<file path="config.mk">
export PLATFORM = sky130hd
export DESIGN_NAME = soc_decerr_slave
export DESIGN_NICKNAME = d
export VERILOG_FILES = /design/src/rtl/soc_decerr_slave.sv
export SDC_FILE = /design/constraint.sdc
export NUM_CORES = 1
export LEC_CHECK = 0
export CAP_MARGIN = 15
export CORE_MARGIN = 10
export CORE_UTILIZATION = 40
export CTS_BUF_LIST = sky130_fd_sc_hd__clkbuf_4
export CTS_CLUSTER_DIAMETER = 30
export DETAILED_ROUTE_END_ITERATION = 8
export PLACE_DENSITY = 0.81
export SYNTH_ARGS = -nofsm -noshare
export SYNTH_HDL_FRONTEND = slang
export SYNTH_SLANG_ARGS = --single-unit
</file>
<file path="constraint.sdc">
create_clock -name clk_i -period 3.5 [get_ports clk_i]
set_input_delay 0.525 -clock clk_i [delete_from_list [all_inputs] [get_ports clk_i]]
set_output_delay 0.525 -clock clk_i [all_outputs]
set_load 0.03 [all_outputs]
</file>
<file path="src/rtl/soc_decerr_slave.sv">
// Default AXI4 slave: answers every unmapped request with DECERR, one outstanding read and write each.
// First R beat one cycle after AR; all outputs hold under backpressure. Keeps a saturating error count and the first faulting address.
module soc_decerr_slave #(
    parameter int IdWidth   = 8,
    parameter int AddrWidth = 64,
    parameter int DataWidth = 64
) (
    input  logic                 clk_i,
    input  logic                 rst_i,
    input  logic                 ar_valid_i,
    output logic                 ar_ready_o,
    input  logic [IdWidth-1:0]   ar_id_i,
    input  logic [AddrWidth-1:0] ar_addr_i,
    input  logic [7:0]           ar_len_i,
    output logic                 r_valid_o,
    input  logic                 r_ready_i,
    output logic [IdWidth-1:0]   r_id_o,
    output logic [DataWidth-1:0] r_data_o,
    output logic [1:0]           r_resp_o,
    output logic                 r_last_o,
    input  logic                 aw_valid_i,
    output logic                 aw_ready_o,
    input  logic [IdWidth-1:0]   aw_id_i,
    input  logic [AddrWidth-1:0] aw_addr_i,
    input  logic                 w_valid_i,
    output logic                 w_ready_o,
    input  logic                 w_last_i,
    output logic                 b_valid_o,
    input  logic                 b_ready_i,
    output logic [IdWidth-1:0]   b_id_o,
    output logic [1:0]           b_resp_o,
    input  logic                 clr_i,
    output logic [31:0]          err_cnt_o,
    output logic [AddrWidth-1:0] err_addr_o
);

    typedef enum logic {R_IDLE, R_RESP} r_state_t;
    typedef enum logic [1:0] {W_IDLE, W_DATA, W_RESP} w_state_t;

    r_state_t               r_state_q, r_state_d;
    w_state_t               w_state_q, w_state_d;
    logic [IdWidth-1:0]     r_id_q, b_id_q;
    logic [7:0]             r_len_q, r_beat_q;
    logic [31:0]            err_cnt_q, err_cnt_d;
    logic [AddrWidth-1:0]   err_addr_q;

    logic ar_hs, r_hs, aw_hs, w_hs, b_hs;
    logic [1:0]  hs_cnt;
    logic [31:0] cnt_base;
    logic [32:0] cnt_sum;
    logic        addr_capture;

    assign ar_hs = ar_valid_i && ar_ready_o;
    assign r_hs  = r_valid_o && r_ready_i;
    assign aw_hs = aw_valid_i && aw_ready_o;
    assign w_hs  = w_valid_i && w_ready_o;
    assign b_hs  = b_valid_o && b_ready_i;

    assign r_id_o   = r_id_q;
    assign r_data_o = '0;
    assign r_resp_o = 2'b11;
    assign b_id_o   = b_id_q;
    assign b_resp_o = 2'b11;

    always_comb begin
        r_state_d  = r_state_q;
        ar_ready_o = 1'b0;
        r_valid_o  = 1'b0;
        r_last_o   = 1'b0;
        case (r_state_q)
            R_IDLE: begin
                ar_ready_o = 1'b1;
                if (ar_valid_i) r_state_d = R_RESP;
            end
            R_RESP: begin
                r_valid_o = 1'b1;
                r_last_o  = (r_beat_q == r_len_q);
                if (r_ready_i && r_last_o) r_state_d = R_IDLE;
            end
            default: r_state_d = R_IDLE;
        endcase
    end

    // W beats arriving before AW are held off by keeping w_ready low in idle.
    always_comb begin
        w_state_d  = w_state_q;
        aw_ready_o = 1'b0;
        w_ready_o  = 1'b0;
        b_valid_o  = 1'b0;
        case (w_state_q)
            W_IDLE: begin
                aw_ready_o = 1'b1;
                if (aw_valid_i) w_state_d = W_DATA;
            end
            W_DATA: begin
                w_ready_o = 1'b1;
                if (w_valid_i && w_last_i) w_state_d = W_RESP;
            end
            W_RESP: begin
                b_valid_o = 1'b1;
                if (b_ready_i) w_state_d = W_IDLE;
            end
            default: w_state_d = W_IDLE;
        endcase
    end

    // Clear restarts the log from this cycle's handshakes rather than from zero.
    always_comb begin
        hs_cnt       = {1'b0, ar_hs} + {1'b0, aw_hs};
        cnt_base     = clr_i ? 32'd0 : err_cnt_q;
        cnt_sum      = {1'b0, cnt_base} + {31'd0, hs_cnt};
        err_cnt_d    = cnt_sum[32] ? 32'hFFFF_FFFF : cnt_sum[31:0];
        addr_capture = clr_i || (err_cnt_q == 32'd0);
    end

    always_ff @(posedge clk_i) begin
        if (rst_i) begin
            r_state_q  <= R_IDLE;
            w_state_q  <= W_IDLE;
            r_id_q     <= '0;
            r_len_q    <= '0;
            r_beat_q   <= '0;
            b_id_q     <= '0;
            err_cnt_q  <= '0;
            err_addr_q <= '0;
        end else begin
            r_state_q <= r_state_d;
            w_state_q <= w_state_d;
            if (ar_hs) begin
                r_id_q   <= ar_id_i;
                r_len_q  <= ar_len_i;
                r_beat_q <= '0;
            end else if (r_hs) begin
                r_beat_q <= r_beat_q + 8'd1;
            end
            if (aw_hs) b_id_q <= aw_id_i;
            err_cnt_q <= err_cnt_d;
            if (addr_capture) begin
                if (ar_hs)      err_addr_q <= ar_addr_i;
                else if (aw_hs) err_addr_q <= aw_addr_i;
                else if (clr_i) err_addr_q <= '0;
            end
        end
    end

    assign err_cnt_o  = err_cnt_q;
    assign err_addr_o = err_addr_q;

    // w_hs and b_hs are folded into the FSM next-state terms; kept named for readability.
    logic unused_hs;
    assign unused_hs = w_hs ^ b_hs;

endmodule
</file>
# == Word-level counts from Yosys, hierarchy flattened ==
# Cells that the tools add are included.
# word_totals
ff_bits,131
out_inout_bits,186
wordCells,48
# op_classes
n_addsub,3
n_eq_ne,6
n_mux,18
bitwise_logic,1
n_reduce_logical,12
# ops
operator,count
$mux W64,3
$mux W32,2
$add A32 B2 Y33,1
$logic_not A32 Y1,1
$add A8 B1 Y8 const B,1
$eq A8 B8 Y1,1
$mux W1,8
$mux W2,3
$ne A2 B2 Y1 const B,3
$pmux W2 S3,1
$logic_and A1 B1 Y1,5
$reduce_and A3 Y1,1
$reduce_bool A3 Y1,1
$add A1 B1 Y2,1
$eq A2 B1 Y1 const B,1
$eq A2 B2 Y1 const B,1
$logic_not A2 Y1,1
$pmux W1 S2,1
$reduce_and A2 Y1,1
$reduce_or A2 Y1,1
$logic_or A1 B1 Y1,1
$not A1 Y1,1

# == Longest topological paths before layout ==
# depth
ltp_word,6
mapped_depth,12
ltp_nobuf,10

# == Worst setup path before layout ==
# Ideal clock, no wire load.
# synth_path
kind,reg-to-reg
startpoint,register r_state_q
endpoint,register err_cnt_q[30] (netlist: err_cnt_o[30])
setup_ns,0.091
t_arrival_ns,3.185
required_time_ns,3.409
path_slack_ns,0.224
path_stages_with_launch,13
cell_sequence,dfxtp_1 inv_2 nand2_1 inv_2 buf_1 buf_1 fa_1 ha_1 nand3_1 nor4_4 and2_1 a22oi_1 a311oi_1
# synth_via
elab_chain_len,5
# synth_rtl
item,line,rtl
from (decl),40,"r_state_t r_state_q, r_state_d;"
from (signal assigned),127,r_state_q <= r_state_d;
$mux W1,70,case (r_state_q)
net ar_ready_o,11,"output logic ar_ready_o,"
$logic_and A1 B1 Y1,53,assign ar_hs = ar_valid_i && ar_ready_o;
$add A1 B1 Y2,109,"hs_cnt = {1'b0, ar_hs} + {1'b0, aw_hs};"
$add A32 B2 Y33,111,"cnt_sum = {1'b0, cnt_base} + {31'd0, hs_cnt};"
$mux W32,112,err_cnt_d = cnt_sum[32] ? 32'hFFFF_FFFF : cnt_sum[31:0];
to (signal assigned),137,err_cnt_q <= err_cnt_d;
to (decl),44,"logic [31:0] err_cnt_q, err_cnt_d;"
# The timed path passes the listed nets, and every way through them passes these cells.
# A chain may end at the register's enable or synchronous reset.

# == Worst setup path in the final report ==
# layout_path
startpoint,register w_state_q[1]
endpoint,register err_cnt_q[21] (netlist: err_cnt_o[21])
# layout_via
elab_chain_len,6
# layout_rtl
item,line,rtl
from (decl),41,"w_state_t w_state_q, w_state_d;"
from (signal assigned),128,w_state_q <= w_state_d;
$logic_not A2 Y1,90,case (w_state_q)
$mux W1,90,
$logic_and A1 B1 Y1,55,assign aw_hs = aw_valid_i && aw_ready_o;
$add A1 B1 Y2,109,
$add A32 B2 Y33,111,
$mux W32,112,
# No other way between the ends.

==> flow_metrics.env <==
export IMPL_outcome="finished, final reports clean"
export IMPL_critical_path_max_fanout=10
export IMPL_combPwrFrac_pct=29.0
export IMPL_final_cell_area_um2=9670
export IMPL_synth_edf_count=0
export IMPL_worst_setup_path_type="reg2reg"
export IMPL_ctsHtreeMaxLevel=4
export IMPL_finalHoldViolCount=0
export IMPL_start_util_pct=40.7
export IMPL_ys_ff_latch=131
export IMPL_antenna_left=0
export IMPL_fmax_ghz=0.362
export IMPL_p_switching_mw=1.29
export IMPL_hp_class="reg2reg"
export IMPL_powerDensity_nw_per_um2=398
export IMPL_cp_startpoint="w_state_q[1]$_SDFFE_PP0P_"
export IMPL_post_cts_buffers=0
export IMPL_first_global_vias=6495
export IMPL_grt_max_degree=82
export IMPL_r2r_slack_ns=0.74
export IMPL_drv_cap=0
export IMPL_drcViolationCount=0
export IMPL_postCtsHoldBufs=0
export IMPL_grt_setup_unrepaired="no"
export IMPL_synth_top_flop_cell="dfxtp_1"
export IMPL_final_layout_size_suffix_gt1_share_pct=9.06
export IMPL_power_frac_clock_pct=28.3
export IMPL_die_height_um=150
export IMPL_finalCritPeriodShare_pct=79.0
export IMPL_worstRegToRegCells=10
export IMPL_routedWlPerCell_um=18.3
export IMPL_nets=1245
export IMPL_async_flop_share_pct=0
export IMPL_utilization_pct=58.3
export IMPL_critPathCaptureType="flip-flop"
export IMPL_final_cell_mix="277 x clkdlybuf4s50_1, 131 x dfxtp_1, 113 x a21oi_1"
export IMPL_vdd_drop_max_mv=0.219
export IMPL_cp_data_required_time_ns=3.97
export IMPL_final_common_cell="clkdlybuf4s50_1"
export IMPL_seq_area_frac_synth_pct=38.9
export IMPL_port_buffers=278
export IMPL_finalMaxSlewViolations=0
export IMPL_cts_resized=0
export IMPL_clkLatencyLatePin_ns=0.55
export IMPL_tightestPinTransition_ns=0.927
export IMPL_sw_frac_of_total_pct=33.5
export IMPL_overflow=0
export IMPL_worstReg2RegStart="w_state_q[1]$_SDFFE_PP0P_"
export IMPL_cts_sinks=131
export IMPL_antenna_found_initial=0
export IMPL_synth_cell_types=47
export IMPL_fin_crit_ns=2.76
export IMPL_fin_total_pwr_mw=3.85
export IMPL_place_congestion=0.864
export IMPL_hpwl_um=17600
export IMPL_worstPathArrival_ns=3.23
export IMPL_tritoncts="built"
export IMPL_clk_pin_slew_worst_paths_ns=0.12
export IMPL_synth_area_um2=6750
export IMPL_grt_pass1_wl_um=35800
export IMPL_timing_setup_tns_ns=0
export IMPL_root_buffer="clkbuf_4"
export IMPL_track_usage_pct=19.9
export IMPL_area_growth_pct=43.4
export IMPL_core_um2=16600
export IMPL_cp_start_kind="flip-flop"
export IMPL_cts_buffers=17
export IMPL_die_area_um2=22500
export IMPL_setup_viol=0
export IMPL_vias_per_cell=5.28
export IMPL_clockBufferDepth=2
export IMPL_vias=6927
export IMPL_die_width_um=150
export IMPL_place_area_um2=9380
export IMPL_ios=347
export IMPL_ys_warn_count=0
export IMPL_power_leakage_nw=3.60
export IMPL_netlist_instances=836
export IMPL_finalWirelength_um=24000
export IMPL_avgSynthCellArea_um2=8.07
export IMPL_clock_skew_ns=0.0232
export IMPL_row_count=47
export IMPL_n_antenna_cell=0
export IMPL_slew_headroom_pct=38.2
export IMPL_internal_power_mw=2.56
export IMPL_drt_first_pass_iters=5
export IMPL_drt_iter0_markers=416
export IMPL_cp_endpoint="err_cnt_o[21]$_SDFF_PP0_"
export IMPL_seqPwrFrac_pct=42.7
export IMPL_r2r_end="err_cnt_o[21]$_SDFF_PP0_"
cell usage after synthesis, types with 2 or more instances:
library cell / count / area [µm²]
a211oi_1: 2 / 15.0
clkbuf_1: 52 / 195
nand2b_1: 2 / 12.5
o31ai_1: 3 / 22.5
nand4_1: 22 / 138
buf_4: 68 / 510
inv_2: 3 / 11.3
nor2_1: 84 / 315
a21oi_1: 113 / 566
xor2_1: 7 / 61.3
and2_1: 6 / 37.5
nor2b_1: 9 / 56.3
conb_1: 2 / 7.51
ha_1: 2 / 25.0
o211ai_1: 2 / 15.0
nand2_1: 80 / 300
a31o_1: 22 / 193
inv_1: 9 / 33.8
buf_2: 4 / 20.0
dfxtp_1: 131 / 2620
o31a_1: 2 / 17.5
nor4_4: 2 / 42.5
or3_1: 3 / 18.8
nor4_1: 77 / 482
o21ai_0: 4 / 20.0
and3_1: 4 / 25.0
nand3_1: 18 / 90.1
nor3_1: 5 / 25.0
xnor2_1: 31 / 272
a31o_2: 42 / 368
buf_6: 6 / 67.6
buf_1: 4 / 15.0
stage by stage:
step	instances	worst slack [ns]	hold slack (ns)
2_1_floorplan	902	0.224	0.450
3_3_place_gp	1282	0.381	0.441
3_5_place_dp	1282	0.278	0.447
4_1_cts	1313	0.710	0.440
5_1_grt	1313	0.537	0.454
6_report	1313	0.736	0.463
registers in the layout, summed over array words and instances, names as in the netlist:
name,flops
w_state_q,2
r_state_q,1
err_addr_o,64
r_len_q,8
err_cnt_o,32
b_id_o,8
r_beat_q,8
r_id_o,8
cell families (layout without fill, tap and decap cells):
family	Yosys count	in the layout	synth area share, %
and+or+nand+nor	320	320	24.1
AOI/OAI and AO/OA	195	195	18.6
buffers and inverters	147	338	12.7
DFF	131	131	38.9
xor gates and xnor gates	38	38	4.93
adders and majority gates	3	3	0.667
other	2	68	0.111
routing by layer:
layer  wire length [µm]  global-route usage, %  part of all wire, %
met1               9160                   22.7                   38
met2              11500                   33.1                   48
met3               3060                   9.15                   13
met4                280                   4.81                  1.2
met5                  0                      0                    0
layout make-up:
class | instances | area (µm²)
fill | 1491 | 6910
clock buffer | 18 | 135
sequential | 131 | 2620
multi-input combinational | 624 | 3520
clock inverter | 13 | 160
inverter | 13 | 48.8
timing repair buffer | 294 | 2910
tap | 220 | 275
critical path: stages (launching register included):
cell and delay [ns]:
dfxtp_1 0.35, nor2_2 0.19, nand2_1 0.11, inv_2 0.09
fa_1 0.25, ha_1 0.26, nand3_1 0.20, nor4_4 0.61
and2_1 0.27, nand3_1 0.22, o211ai_1 0.16
power by group through the flow:
stage                     combinational (mW)  sequential (mW)  clock, mW
after floorplan                        0.524             1.85          0
after global placement                  1.11             1.67          0
after detailed placement                1.12             1.68          0
after CTS                               1.12             1.64       1.12
after global routing                    1.19             1.66       1.19
final                                   1.11             1.64       1.09
worst min path at each step:
stage / startpoint / end / slack (ns) / depth (start not counted)
final: r_id_o[3]$_SDFFE_PP0N_ / r_id_o[3]$_SDFFE_PP0N_ / 0.46 / 2
after global placement: r_id_o[1]$_SDFFE_PP0N_ / r_id_o[1]$_SDFFE_PP0N_ / 0.44 / 2
after floorplan: r_len_q[0]$_SDFFE_PP0N_ / r_len_q[0]$_SDFFE_PP0N_ / 0.45 / 2
after detailed placement: r_id_o[3]$_SDFFE_PP0N_ / r_id_o[3]$_SDFFE_PP0N_ / 0.45 / 2
after global routing: aw_id_i[3] / b_id_o[3]$_SDFFE_PP0P_ / 0.45 / 3
after CTS: rst_i / err_addr_o[27]$_SDFFE_PP0P_ / 0.44 / 3
Power figures use the tool's default switching activity.
